[src/rtl/decoder38_rr_arbiter.sv]
// Round-robin arbiter that shares one 3-to-8 chip-select decoder among 8 requesters.
// Optional grant watchdog is enabled by defining ARB_TIMEOUT_EN.

module decoder38_rr_arbiter #(
   parameter int unsigned GAP_CYCLES = 1,
   parameter int unsigned MAX_HOLD   = 16
) (
   input  logic       CLK,
   input  logic       RST,
   input  logic [7:0] REQ,
   input  logic       DONE,
   output logic       EN,
   output logic [2:0] SEL,
   output logic [7:0] GNT,
   output logic       BUSY,
   output logic       TIMEOUT
);

   typedef enum logic [1:0] {StIdle, StGrant, StGap} state_e;

   state_e     state_q;
   logic [2:0] ptr_q;
   logic [3:0] gap_q;
   logic [2:0] winner;
   logic       any_req;
   logic       owner_release;
   logic       release_now;

   // Scan from the pointer upward with wrap; the first set request wins.
   always_comb begin
      logic [2:0] idx;
      winner  = ptr_q;
      any_req = 1'b0;
      for (int i = 0; i < 8; i++) begin
         idx = ptr_q + 3'(i);
         if (!any_req && REQ[idx]) begin
            winner  = idx;
            any_req = 1'b1;
         end
      end
   end

   assign owner_release = DONE | ~REQ[SEL];

`ifdef ARB_TIMEOUT_EN
   logic [7:0] hold_q;
   logic       hold_expired;

   assign hold_expired = (hold_q == 8'(MAX_HOLD - 1));
   assign release_now  = owner_release | hold_expired;
`else
   logic unused_max_hold;

   assign unused_max_hold = ^8'(MAX_HOLD);
   assign release_now     = owner_release;
   assign TIMEOUT         = 1'b0;
`endif

   always_ff @(posedge CLK) begin
      if (RST) begin
         state_q <= StIdle;
         ptr_q   <= 3'd0;
         gap_q   <= 4'd0;
         EN      <= 1'b0;
         SEL     <= 3'd0;
         BUSY    <= 1'b0;
`ifdef ARB_TIMEOUT_EN
         hold_q  <= 8'd0;
         TIMEOUT <= 1'b0;
`endif
      end else begin
`ifdef ARB_TIMEOUT_EN
         TIMEOUT <= 1'b0;
`endif
         unique case (state_q)
            StIdle: begin
               if (any_req) begin
                  SEL     <= winner;
                  EN      <= 1'b1;
                  BUSY    <= 1'b1;
                  state_q <= StGrant;
`ifdef ARB_TIMEOUT_EN
                  hold_q  <= 8'd0;
`endif
               end
            end
            StGrant: begin
               if (release_now) begin
                  // SEL is left untouched so the decoder input only moves while EN is low.
                  EN      <= 1'b0;
                  ptr_q   <= SEL + 3'd1;
                  gap_q   <= 4'(GAP_CYCLES - 1);
                  state_q <= StGap;
`ifdef ARB_TIMEOUT_EN
                  TIMEOUT <= ~owner_release;
`endif
               end
`ifdef ARB_TIMEOUT_EN
               else begin
                  hold_q <= hold_q + 8'd1;
               end
`endif
            end
            StGap: begin
               if (gap_q == 4'd0) begin
                  BUSY    <= 1'b0;
                  state_q <= StIdle;
               end else begin
                  gap_q <= gap_q - 4'd1;
               end
            end
            default: begin
               state_q <= StIdle;
               EN      <= 1'b0;
               BUSY    <= 1'b0;
            end
         endcase
      end
   end

   assign GNT = EN ? (8'b1 << SEL) : 8'h00;

endmodule

[config.mk]
export PLATFORM = sky130hd
export DESIGN_NAME = decoder38_rr_arbiter
export DESIGN_NICKNAME = d
export VERILOG_FILES = /design/src/rtl/decoder38_rr_arbiter.sv
export SDC_FILE = /design/constraint.sdc
export NUM_CORES = 1
export LEC_CHECK = 0
export BUFFER_PORTS_ARGS = -buffer_cell sky130_fd_sc_hd__buf_2
export CORE_MARGIN = 2
export CORE_UTILIZATION = 58
export DETAILED_ROUTE_END_ITERATION = 8
export HOLD_SLACK_MARGIN = 0.06
export PLACE_DENSITY = 0.81
export SLEW_MARGIN = 20
export SYNTH_ARGS = -nofsm -noshare
export SYNTH_HDL_FRONTEND = slang
export SYNTH_SLANG_ARGS = --single-unit
[constraint.sdc]
create_clock -name CLK -period 4.7 [get_ports CLK]
set_clock_uncertainty 0.2 [all_clocks]
set_input_delay 0.47 -clock CLK [delete_from_list [all_inputs] [get_ports CLK]]
set_output_delay 0.47 -clock CLK [all_outputs]
set_load 0.01 [all_outputs]
Yosys cells after proc, flatten, opt, wreduce, memory -nomap -nowiden:

Cells that the tools add are included.

* bits in registers: 14
* bits of input ports: 11
* output and inout bits: 14
* word-level logic and storage cells: 104

* add/subtract/negate cells: 9
* order comparisons: 9
* eq/ne operators: 6
* shifts and indexed selects: 1
* muxes and demuxes: 46
* bitwise logic cells: 4
* reduce and logical (&&, ||, !) cells: 23

Operators with widths (number)
* < comparator 3 x 4 -> 1 bit, second input constant: 9
* binary-select mux 1 bit (select 3 bit): 9
* 2-to-1 mux 3 bit: 7
* 2-to-1 mux 1 bit: 20
* adder 3 bit, second input constant: 4
* AND reduction 3 bit: 4
* 2-to-1 mux 4 bit: 2
* 2-to-1 mux 8 bit: 1
* != test 2 bit, second input constant: 4
* one-hot mux 4 bit (2 select lines): 1
* left shift 1 x 3 -> 8 bit, first input constant: 1
* logical AND 1 bit: 7
* zero test 1 bit: 7
* adder 3 x 1 -> 3 bit, second input constant: 2
* adder 3 x 2 -> 3 bit, second input constant: 2
* 2-to-1 mux 2 bit: 3
* one-hot mux 1 bit (3 select lines): 2
* one-hot mux 2 bit (3 select lines): 1
* zero test 4 bit: 1
* AND reduction 2 bit: 2
* subtractor 4 x 1 -> 4 bit, second input constant: 1
* inverter 1 bit: 3
* equality test 2 x 1 -> 1 bit, second input constant: 1
* equality test 2 bit, second input constant: 1
* other kinds (3): 3

Depth between registers and ports, before layout:

Gate-level depths: netlist of the first run.

* word-level depth: 26
* mapped depth: 12
* gate-level depth less buffers: 9

Worst setup path after synthesis of the first run:

No wires, ideal clock.

* path kind: register to register
* start point: register ptr_q[1]
* end point: register SEL[0]
* library setup time: 95 ps
* arrival time: 3161 ps
* required time: 4405 ps
* path slack: 1243 ps
* stages on the path, launching flop included: 12
* buffers on the path: 2
* clock period less this slack: 3457 ps
* cell sequence: dfxtp_1 -> clkbuf_1 -> clkinv_1 -> ha_1 -> buf_2 -> mux2_2 -> a221o_1 -> or3_4 -> a211oi_4 -> a21oi_2 -> a2111o_1 -> o311ai_1

* cells in the longest elaborated chain, start to end: 25
* elaborated cells on any way between the ends: 53
* those cells by class: add/sub (7); mux (31); reduce/logical (15)

RTL lines
* start: declaration: line 22 `logic [2:0] ptr_q;`
* start signal: assignment: line 91 `ptr_q <= SEL + 3'd1;`
* branches (longest 25 deep; another with adder 3 x 1 -> 3 bit)
* end signal: assignment: line 78 `SEL <= winner;`
* end: declaration: line 13 `output logic [2:0] SEL,`

Parallel ways; which one is timed is not known. The select of a mux whose other input is x is not followed.
A chain may end at the register's enable or synchronous reset.

Final worst setup path of the first run:

Ends and elaborated chain as after synthesis.

==> reports/results.txt, run 1 <==
status: finished clean
Antenna diodes: 0
Synth Warn #: 0
area grow syn2layout: 7.773%
Power Dens Cells: 400.8 nW/µm²
Avg WL per Cell: 15.92 µm
CP Cell Sequence: buf_4, clkinv_1, ha_1, mux2_2, a221o_1, or3_4, a211oi_4, a21oi_2, a2111o_1, o311ai_1
Peak VDD IR: 212.0 µV
placed cell areas: 1889 µm²
commonest non-fill, non-tap cell in the layout: nor2_1
Non-Filler Instances: 270
Hold Crit Class: input pin to flop
Mapped Avg Cell Area: 8.048 µm²
# setup viols final: 0
final worst-path cycle share: 0.8320
Vias: 1,785
share of total power in the clock network: 0.115
final setup TNS: 0 ns
Starting Density: 0.5950
Max transition margin: 0.4220
top cells by area, synth: dfxtp_1, mux2i_1, mux4_2
pin count of the biggest net entering global routing: 29
total CTS buffers: 3
Max Buffers Root-to-Sink: 2
Post-Syn Nets: 242
Yosys top cell by area: dfxtp_1
initial antenna violation count: 0
post-route cell area: 1926 µm²
cell-internal power: 0.4099 mW
EDFF count, synth: 0
Clock Latency Late Sink: 0.29 ns
share of the synthesized area in the top cell type: 0.1569
part of the power in combinational logic: 0.666
WS Path Type: flop to flop
global-route wire length before repair: 7320 µm
Die Y: 59.50 µm
GRT Max-Usage Layer: met2
worst stage delay on the critical path: 0.80 ns
gpl congestion: 0.8759
Worst setup EP type: flop
slowest CP cell: ha_1
via-per-instance ratio: 6.611
post-route ant nets: 0
Die W: 59.50 µm
LEAKAGE: 0.7451 nW
Top FF cell, synth: dfxtp_1
Fmax achieved: 255.7 MHz
Yosys reg bits: 14
commonest cells after routing, fill and taps aside: nor2_1, buf_2, nand2_1
Syn Std Cell Area: 1787 µm²
Port Buffers: 23
GR Util met1: 0.3795
hpwl dp: 3162 µm
CP startpoint kind: flop
GR Util met2: 0.4035
Layout Nets: 258
Clock Sinks: 14
Cell variety after synth: 54
NetSw: 0.3618 mW
Worst-path clk slew: 0.09 ns
post-cts sizing count: 0
Overall Global Routing Usage: 0.2685
GR Util met3: 0.05677
sequential share of the synthesized area: 0.1569
Final Hold Viols: 0
Post-Route WL: 4298 µm
DR iter-0 viols: 85
htree depth: 1
Post-CTS Setup Bufs: 0
Root Buffer: clkbuf_4
synthesized instance count: 222
DIE AREA: 3540 µm²
crit-path max FO: 18
max-cap violation count: 0
Sw Share: 0.4688
CORE AREA: 3003 µm²
RSZ-0062 raised after global routing: false
worst slew pin tran: 0.8561 ns
crit-path leading delay family: compound AO/OA/AOI/OAI gates
# DRC: 0
WP data arrival: 3.92 ns
layout cells sized above 1: 0.2278
CP required: 4.71 ns
vias in the first global route: 1,585
CP bufs+invs: 2
DR pass1 iterations: 5
# IOs: 25
filler instances: 259
Site Rows: 20
hold_buf cts: 0
final core occ: 0.6413
CTS tree: built
total gr overflow: 0
count of pins over their slew limit: 0
placed instance count: 266
minimum clock period: 3.910 ns
sequential share of power: 0.219
async set-reset flop share out of synthesis: 0
layer usage:
| layer | routed length, µm | vias up |
|---|---|---|
| li1 | - | 852 |
| met1 | 1961 | 816 |
| met2 | 1908 | 104 |
| met3 | 353 | 13 |
| met4 | 75 | 0 |
| met5 | 0 | - |
worst min-delay path: cells and delay by family:
kind	cells	cell delay (ns)
and+or+nand+nor	1	0.08
buffers and inverters	1	0.08
AOI/OAI and AO/OA	2	0.12
synthesized netlist by cell type, types with 2 or more instances:
cell type	count
o221ai_1	2
or3_1	2
o2111ai_1	4
and3_1	3
mux2_2	10
nor2_1	24
nor2b_1	6
mux4_2	6
o21bai_1	2
o21ai_0	8
or2_2	3
buf_2	4
ha_1	9
a221o_1	2
nand2_1	19
a21oi_1	11
mux2i_1	15
dfxtp_1	14
clkinv_1	2
nand2b_1	4
a31oi_1	5
and2_1	8
o22ai_1	2
a2111oi_0	3
xor2_1	3
xnor2_1	3
nand3_1	7
inv_1	8
clkbuf_1	8
through the flow:
stage / hold slack, ns / power (mW) / worst slack (ns)
floorplan: 0.2682 / 0.5698 / 1.243
detailed placement: 0.2821 / 0.6732 / 0.8492
global placement: 0.2635 / 0.6691 / 0.9498
finish: 0.2957 / 0.7717 / 0.7897
global route: 0.2901 / 0.8331 / 0.5701
CTS: 0.2892 / 0.7636 / 0.8403
sequential cells by signal (all words and copies together) (netlist names):
| name | count |
|---|---|
| gap_q | 4 |
| SEL | 3 |
| ptr_q | 3 |
| state_q | 2 |
| BUSY | 1 |
| EN | 1 |
power groups by stage:
stage / sequential [mW] / clock (mW) / combinational, mW
2_1_floorplan: 0.166 / 0 / 0.404
3_3_place_gp: 0.172 / 0 / 0.497
3_5_place_dp: 0.172 / 0 / 0.501
4_1_cts: 0.169 / 0.0911 / 0.503
5_1_grt: 0.173 / 0.0959 / 0.564
6_report: 0.169 / 0.0888 / 0.514
final cells by class:
class | count | area (µm²) | share of cell area
Timing Repair Buffer | 25 | 130.1 | 0.06758
Clock buffer | 4 | 36.28 | 0.01884
Sequential cell | 14 | 280.3 | 0.1455
Inverter | 10 | 37.54 | 0.01949
Multi-Input combinational cell | 184 | 1400 | 0.7271
Tap cell | 33 | 41.29 | 0.02144
cell families (layout without fill, tap and decap cells):
family,after synthesis,count (layout),synth area share
simple gates,81,81,0.2220
compound gates,55,55,0.2297
mux,32,32,0.2374
buf+inv,24,39,0.05953
flops,14,14,0.1569
fa+ha+maj,9,9,0.06303
xor+xnor,6,6,0.02942
other cells,1,1,0.002099
worst paths after layout:
path | startpoint | endpoint | slack [ns] | cells after the start
hold reg to reg | BUSY$_SDFFE_PP0P_ | BUSY$_SDFFE_PP0P_ | 0.31 | 2
hold / removal | DONE | state_q[0]$_SDFFE_PP0P_ | 0.30 | 4
setup reg to reg | ptr_q[1]$_SDFFE_PP0P_ | SEL[0]$_SDFFE_PP0P_ | 0.79 | 10
setup / recovery | ptr_q[1]$_SDFFE_PP0P_ | SEL[0]$_SDFFE_PP0P_ | 0.79 | 10
Note: power is estimated with default switching activity, not from simulation.
==> run 2: changes to the inputs <==
--- a/config.mk
+++ b/config.mk
@@ -7,10 +7,10 @@
 export LEC_CHECK = 0
 export BUFFER_PORTS_ARGS = -buffer_cell sky130_fd_sc_hd__buf_2
 export CORE_MARGIN = 2
-export CORE_UTILIZATION = 58
+export CORE_UTILIZATION = 52
 export DETAILED_ROUTE_END_ITERATION = 8
 export HOLD_SLACK_MARGIN = 0.06
-export PLACE_DENSITY = 0.81
+export PLACE_DENSITY = 0.76
 export SLEW_MARGIN = 20
 export SYNTH_ARGS = -nofsm -noshare
 export SYNTH_HDL_FRONTEND = slang
==> constraint.sdc (replaced) <==
create_clock -name CLK -period 3.4 [get_ports CLK]
set_clock_uncertainty 0.2 [all_clocks]
set_input_delay 0.34 -clock CLK [delete_from_list [all_inputs] [get_ports CLK]]
set_output_delay 0.34 -clock CLK [all_outputs]
set_load 0.01 [all_outputs]
==> run 2 against run 1 <==
Global-route usage is 3.2 points lower. Die area increased by 11%. Clock power is 33% higher. Routed wire length rose by 3.3%. Setup slack got worse by 0.55 ns. Sequential cell count is the same. Via count down 0.11%. Utilization fell by 3.8 points. Largest power group unchanged. Cell count rose by 7.4%.
==> reports/results.txt, run 2 (synthesized netlist as in run 1, its figures left out) <==
status: finished clean (unchanged)
crit-path leading delay family: compound AO/OA/AOI/OAI gates (unchanged)
Worst setup EP type: flop (unchanged)
pin count of the biggest net entering global routing: 29 (unchanged)
CP bufs+invs: 2 (unchanged)
commonest cells after routing, fill and taps aside: nor2_1, buf_2, nand2_1 (unchanged)
CP startpoint kind: flop (unchanged)
worst hold start: DONE (unchanged)
WS Path Type: flop to flop (unchanged)
Hold Crit Class: input pin to flop (unchanged)
Place WS: 0.2778 ns (was 0.8492 ns)
max-cap violation count: 0 (unchanged)
Reg with most FFs: gap_q (unchanged)
Fmax achieved: 316.0 MHz (was 255.7 MHz)
hpwl dp: 3327 µm (was 3162 µm)
gpl congestion: 0.8860 (was 0.8759)
Final Hold Viols: 0 (unchanged)
CP required: 3.39 ns (was 4.71 ns)
FF-to-FF path depth: 10 (unchanged)
# setup viols final: 0 (unchanged)
Max transition margin: 0.6194 (was 0.4220)
Hold Path End: state_q[0]$_SDFFE_PP0P_ (unchanged)
Power Dens Cells: 552.1 nW/µm² (was 400.8 nW/µm²)
commonest non-fill, non-tap cell in the layout: nor2_1 (unchanged)
Vias: 1,783 (was 1,785)
WP data arrival: 3.15 ns (was 3.92 ns)
count of cells along the worst hold path: 4 (unchanged)
Overall Global Routing Usage: 0.2361 (was 0.2685)
via-per-instance ratio: 6.148 (was 6.611)
FF-to-FF setup slack: 0.24 ns (was 0.79 ns)
total CTS buffers: 3 (unchanged)
global-route wire length before repair: 7603 µm (was 7320 µm)
slowest CP cell: ha_1 (unchanged)
Clock Latency Late Sink: 0.28 ns (was 0.29 ns)
CP Cell Sequence: buf_4, ha_1, nor2b_1, a2111oi_0, o311ai_0, buf_4, a211oi_4, a21oi_2, a2111o_1, o311ai_1 (was buf_4, clkinv_1, ha_1, mux2_2, a221o_1, or3_4, a211oi_4, a21oi_2, a2111o_1, o311ai_1)
DR iter-0 viols: 80 (was 85)
worst stage delay on the critical path: 0.47 ns (was 0.80 ns)
Largest regs: gap_q x4, SEL x3, ptr_q x3 (unchanged)
count of pins over their slew limit: 0 (unchanged)
Root Buffer: clkbuf_4 (unchanged)
crit-path max FO: 28 (was 18)
max FFs per register: 4 (unchanged)
# DRC: 0 (unchanged)
worst r2r dst: SEL[0]$_SDFFE_PP0P_ (unchanged)
r2r startpoint: ptr_q[0]$_SDFFE_PP0P_ (was ptr_q[1]$_SDFFE_PP0P_)
htree depth: 1 (unchanged)
Max Buffers Root-to-Sink: 2 (unchanged)
LEAKAGE: 0.7793 nW (was 0.7451 nW)
layout cells sized above 1: 0.2541 (was 0.2278)
hold_buf cts: 0 (unchanged)
Worst-path clk slew: 0.08 ns (was 0.09 ns)
Die W: 62.62 µm (was 59.50 µm)
Crit. path cell count: 10 (unchanged)
Layout Nets: 265 (was 258)
post-cts sizing count: 0 (unchanged)
initial antenna violation count: 0 (unchanged)
Post-CTS Setup Bufs: 0 (unchanged)
Port Buffers: 23 (unchanged)
CTS tree: built (unchanged)
DR pass1 iterations: 4 (was 5)
Starting Density: 0.5397 (was 0.5950)
Avg WL per Cell: 15.31 µm (was 15.92 µm)
area grow syn2layout: 11.69% (was 7.773%)
Die Y: 62.62 µm (was 59.50 µm)
Power Total: 1.102 mW (was 0.7717 mW)
Peak VDD IR: 274.5 µV (was 212.0 µV)
RSZ-0062 raised after global routing: false (unchanged)
total gr overflow: 0 (unchanged)
final setup TNS: 0 ns (unchanged)
minimum clock period: 3.164 ns (was 3.910 ns)
vias in the first global route: 1,603 (was 1,585)
final worst-path cycle share: 0.9307 (was 0.8320)
DIE AREA: 3921 µm² (was 3540 µm²)
placed cell areas: 1959 µm² (was 1889 µm²)
Clock Sinks: 14 (unchanged)
post-route cell area: 1996 µm² (was 1926 µm²)
CORE AREA: 3311 µm² (was 3003 µm²)
Antenna diodes: 0 (unchanged)
worst slew pin tran: 0.5701 ns (was 0.8561 ns)
Post-Route WL: 4440 µm (was 4298 µm)
post-route ant nets: 0 (unchanged)
Site Rows: 21 (was 20)
setup ws final: 0.2356 ns (was 0.7897 ns)
# IOs: 25 (unchanged)
most frequent CP cell: buf_4
run 2: cell types whose count changed in the layout (fill, tap and decap cells not counted), sizes merged:
cell,change
buf,+7
run 2: final cells by class:
class	instances	area (µm²)
Clock buffer	4	36.28
Multi-Input combinational cell	184	1400
Inverter	10	38.79
Timing Repair Buffer	32	182.7
Sequential cell	14	280.3
Tap cell	46	57.56
Fill cell	307	1315
run 2: worst reg2reg max path, delay by kind of cell, from the launching register on:
kind	cells	cell delay, ns
compound gates	6	1.49
buf+inv	2	0.49
fa+ha+maj	1	0.47
flops	1	0.34
simple gates	1	0.08
run 2: report_power, final:
group	internal, mW	switching (mW)	total, mW
Sequential	0.190	0.0422	0.232
Combinational	0.334	0.417	0.751
Clock	0.0652	0.0533	0.118
Total	0.589	0.513	1.10
run 2: routing by layer:
| metal | track usage | share of wire | vias up |
|---|---|---|---|
| met5 | 0 | 0 | - |
| met4 | 0.05556 | 0.0099 | 0 |
| met1 | 0.3352 | 0.45 | 828 |
| met2 | 0.3656 | 0.45 | 85 |
| met3 | 0.05225 | 0.091 | 6 |
| li1 | - | - | 864 |
run 2: worst max-delay path by stage:
| stage | slack [ns] | start | endpoint |
|---|---|---|---|
| after global placement | 0.30 | ptr_q[0]$_SDFFE_PP0P_ | SEL[0]$_SDFFE_PP0P_ |
| after floorplan | 0.02 | ptr_q[1]$_SDFFE_PP0P_ | SEL[0]$_SDFFE_PP0P_ |
| after CTS | 0.24 | ptr_q[0]$_SDFFE_PP0P_ | SEL[0]$_SDFFE_PP0P_ |
| final | 0.24 | ptr_q[0]$_SDFFE_PP0P_ | SEL[0]$_SDFFE_PP0P_ |
| after detailed placement | 0.28 | ptr_q[0]$_SDFFE_PP0P_ | SEL[0]$_SDFFE_PP0P_ |
| after global routing | 0.04 | ptr_q[0]$_SDFFE_PP0P_ | SEL[0]$_SDFFE_PP0P_ |
run 2: stage by stage:
| step | utilization | cells | hold slack (ns) |
|---|---|---|---|
| floorplan | - | 222 | 0.2682 |
| global placement | 0.5918 | 286 | 0.2685 |
| detailed placement | 0.5918 | 286 | 0.2811 |
| CTS | 0.6028 | 290 | 0.1729 |
| global route | 0.6028 | 290 | 0.1869 |
| finish | 0.6028 | 290 | 0.1781 |
